`config.mk`:
```
export PLATFORM = sky130hd
export DESIGN_NAME = accum_unit
export DESIGN_NICKNAME = d
export VERILOG_FILES = /design/src/rtl/accum_unit.sv
export SDC_FILE = /design/constraint.sdc
export NUM_CORES = 1
export LEC_CHECK = 0
export BUFFER_PORTS_ARGS = -buffer_cell sky130_fd_sc_hd__buf_2
export CAP_MARGIN = 25
export CORE_UTILIZATION = 35
export CTS_CLUSTER_SIZE = 40
export DETAILED_ROUTE_END_ITERATION = 10
export GPL_TIMING_DRIVEN = 0
export SYNTH_ARGS = -nofsm -noshare
export SYNTH_HDL_FRONTEND = slang
export SYNTH_SLANG_ARGS = --single-unit
export TNS_END_PERCENT = 10
```
`constraint.sdc`:
```
create_clock -name clk_in -period 2.3 [get_ports clk_in]
set_clock_uncertainty 0.15 [all_clocks]
set_input_delay 0.46 -clock clk_in [delete_from_list [all_inputs] [get_ports clk_in]]
set_output_delay 0.46 -clock clk_in [all_outputs]
set_load 0.01 [all_outputs]
```
`src/rtl/accum_unit.sv`:
```
// Ternary-weight (+1/-1) spiking accumulator: counts enabled steps and emits a one-cycle
// registered trigger when the count reaches THRESHOLD. Define ACCUM_LEAK_EN to make idle cycles decay the count toward zero.
module accum_unit #(
  parameter int THRESHOLD = 31
) (
  input  logic clk_in,
  input  logic rst_in,
  input  logic prop_in,
  input  logic inc,
  output logic trigger
);

  localparam int W = $clog2(THRESHOLD + 1) + 1;

  localparam logic signed [W-1:0] CNT_ONE   = W'(1);
  localparam logic signed [W-1:0] CNT_FIRE  = W'(THRESHOLD - 1);
  localparam logic signed [W-1:0] CNT_FLOOR = W'(-THRESHOLD);

  logic signed [W-1:0] count_q, count_d;
  logic                trigger_q, trigger_d;

  always_comb begin
    // NOTE: every output of this block gets a default first, so no path leaves a latch behind.
    count_d   = count_q;
    trigger_d = 1'b0;
    if (prop_in) begin
      if (inc) begin
        if (count_q == CNT_FIRE) begin
          count_d   = '0;
          trigger_d = 1'b1;
        end else begin
          count_d = count_q + CNT_ONE;
        end
      end else if (count_q != CNT_FLOOR) begin
        count_d = count_q - CNT_ONE;
      end
    end
`ifdef ACCUM_LEAK_EN
    else if (count_q[W-1]) begin
      count_d = count_q + CNT_ONE;
    end else if (count_q != '0) begin
      count_d = count_q - CNT_ONE;
    end
`endif
  end

  always_ff @(posedge clk_in) begin
    // NOTE: reset is synchronous; it is sampled only on the clock edge and takes priority over all inputs.
    if (!rst_in) begin
      count_q   <= '0;
      trigger_q <= 1'b0;
    end else begin
      // NOTE: non-blocking assignments keep every flop updating from pre-edge values.
      count_q   <= count_d;
      trigger_q <= trigger_d;
    end
  end

  assign trigger = trigger_q;

endmodule

```
==> metrics.cfg <==
[clocking]
cts_tree=built
clkTransAtPathRegs_ns=0.05
clk_latency_ns=0.26
cts_made_buffers=3
cts.sinks=7
cts_hold_buf=0
cts_resized=0
cts_max_level=1
clk_path_buf_depth=2
post_cts_buffers=0
clockRootBuffer=clkbuf_4

[synth]
yosysWarnings=0
syn-num-nets=85
ys_types=36
syn_avg_cell_area_um2=7.69
synthCells=77
ys_seq_elements=7
syn_area_um2=592
yosysSeqAreaShare_pct=23.7

[timing]
hold_viol=0
max_freq_mhz=482
tightest_slew_ns=0.460
maxSlewHeadroom_pct=69.3
fin_setup_tns_ns=0
rsz0062_at_grt=false
min_period_ns=2.07
setup_slack_ns=0.227
finalCritPeriodShare_pct=90.1
setup_violations=0
drv_slew=0

[global_route]
grt_use_met1_pct=21.1
gr-total-overflow=0
grt_use_met3_pct=1.28
grt_pass1_vias=567
antenna_found_initial=0
grt_max_degree=11
grt_first_pass_wirelength_mm=2.35
grt_usage_pct=16.8
grt.met2_usage_pct=27.8
busiest_layer=met2

[worst_setup_path]
crit_fanout=9
slowest_stage=or4b_1
worstPathCellList=clkbuf_1, inv_1, ha_1, or4b_1, o221ai_1, a31oi_1
r2r_start=count_q[1]$_SDFFE_PN0P_
r2r_setup_slack_ns=0.23
path_buf_inv=2
cpPeakStageDelay_ns=0.46
r2r_end=count_q[5]$_SDFFE_PN0P_
rr_worst_depth=6
critPathRequiredTime_ns=2.27
critPathTopFamily=buffers and inverters
cp.arrival_ns=2.04
setup.worst_path.class=register to register
start_kind=register
critPathCaptureType=register

[drt]
dr_total_vias=613
drcViolationCount=0
final_antenna_net_count=0
wl_mm=1.36
drt_iter0_markers=18
drt_pre_antenna_iters=4
wire_per_inst_um=13.7
vias_per_cell=6.19

[finish]
area_delta_synth_final_pct=9.51
drive_gt1_share_pct=10.8
layout_commonest_cell=nand2_1
final_core_util_pct=42.0
layout_common_cells=nand2_1 (11), a21oi_1 (8), dfxtp_1 (7)
nets=92
antenna_cells=0
stdcell_count=99
finalInstanceArea_um2=648

[die]
io_pins=5
die_area_um2=1860
rows=14
die_h_um=43.1
coreArea_um2=1540
die_x_um=43.1
start_util_pct=38.4

[min_path]
min_to=trigger$_SDFF_PN0_
min-delay-start=prop_in
worst_hold_path_type=primary input to register
hold_path_depth=3

[placed_design]
place_worst_setup_slack_ns=0.237
io_buffers=2
post-place-cells=95
placed_cell_area_um2=622
dp.final_hpwl_um=946
gp_congestion=0.838

[run]
maxCapViolations=0

[power]
cellPowerDensity_nw_per_um2=592
max-vdd-ir-drop_mv=0.319
leakage_nw=0.260

[status]
status=finished clean

## cell families after synthesis
| logic type | count (synthesis) | share of synthesized area (%) |
|---|---|---|
| AO/OA/AOI/OAI | 25 | 28.3 |
| XOR/XNOR | 1 | 1.48 |
| adder cells (fa/ha/maj) | 4 | 8.46 |
| buffers and inverters | 9 | 6.98 |
| flip-flops | 7 | 23.7 |
| multiplexers | 1 | 1.90 |
| AND/OR/NAND/NOR | 30 | 29.2 |
## tightest hold or removal path: cells and delay by family
family	cells	cell delay, ns
simple gates	2	0.14
buf+inv	1	0.19
## cells in the mapped netlist, drive strengths merged
master   instances  share of area, %
a211o            1               1.5
a21bo            1               1.7
a21oi            8               6.8
a221o            1               1.7
a31oi            2               2.1
and3             2               2.1
and4b            2               3.4
buf              3               3.2
clkbuf           3               1.9
dfxtp            7                24
ha               4               8.5
inv              3               1.9
mux2             1               1.9
nand2           11               7.0
nand3            3               2.5
nand4b           1               1.5
nor2             2               1.3
nor2b            1               1.1
nor3             2               1.7
nor3b            1               1.3
nor4             1               1.1
o2111ai          1               1.5
o211ai           1               1.3
o21a             1               1.3
o21ai            3               2.5
o221ai           1               1.5
o22ai            2               2.1
o311a            1               1.7
o31a             1               1.5
o31ai            1               1.3
or3              2               3.0
or4b             2               3.4
xnor2            1               1.5
## area by class of cell
type | instances | area [um^2]
timing repair buffer | 2 | 10.0
sequential | 7 | 140
multi-input combinational | 61 | 410
inverter | 3 | 11.3
buffer | 6 | 30.0
fill | 172 | 893
clock buffer | 4 | 26.3
tap | 16 | 20.0
## power breakdown
group	total [mW]	internal (mW)	switching (mW)
clock network	0.121	0.0667	0.0541
registers	0.145	0.132	0.0134
logic	0.117	0.0528	0.0646
total	0.384	0.251	0.132
## worst max path at each step
stage / from / end / slack (ns) / cells after the start
after floorplan: count_q[1]$_SDFFE_PN0P_ / count_q[5]$_SDFFE_PN0P_ / 0.47 / 6
after global placement: count_q[1]$_SDFFE_PN0P_ / count_q[5]$_SDFFE_PN0P_ / 0.27 / 6
after detailed placement: count_q[1]$_SDFFE_PN0P_ / count_q[5]$_SDFFE_PN0P_ / 0.24 / 6
after CTS: count_q[1]$_SDFFE_PN0P_ / count_q[5]$_SDFFE_PN0P_ / 0.23 / 6
after global routing: count_q[1]$_SDFFE_PN0P_ / count_q[5]$_SDFFE_PN0P_ / 0.14 / 6
final: count_q[1]$_SDFFE_PN0P_ / count_q[5]$_SDFFE_PN0P_ / 0.23 / 6
## state kept, by name, indices dropped and copies added (netlist names)
| name | flops |
|---|---|
| count_q | 6 |
| trigger | 1 |
## metal layers
| metal | share of wire [%] | up-vias |
|---|---|---|
| li1 | - | 304 |
| met1 | 45 | 278 |
| met2 | 48 | 26 |
| met3 | 5.0 | 5 |
| met4 | 1.8 | 0 |
| met5 | 0 | - |
## per-stage QoR
step | power, mW | hold WS [ns]
after floorplan | 0.240 | 0.383
after CTS | 0.383 | 0.433
after detailed placement | 0.264 | 0.437
after global routing | 0.409 | 0.474
after global placement | 0.263 | 0.439
final | 0.384 | 0.428
No activity file was read; power rests on OpenSTA's default activity.
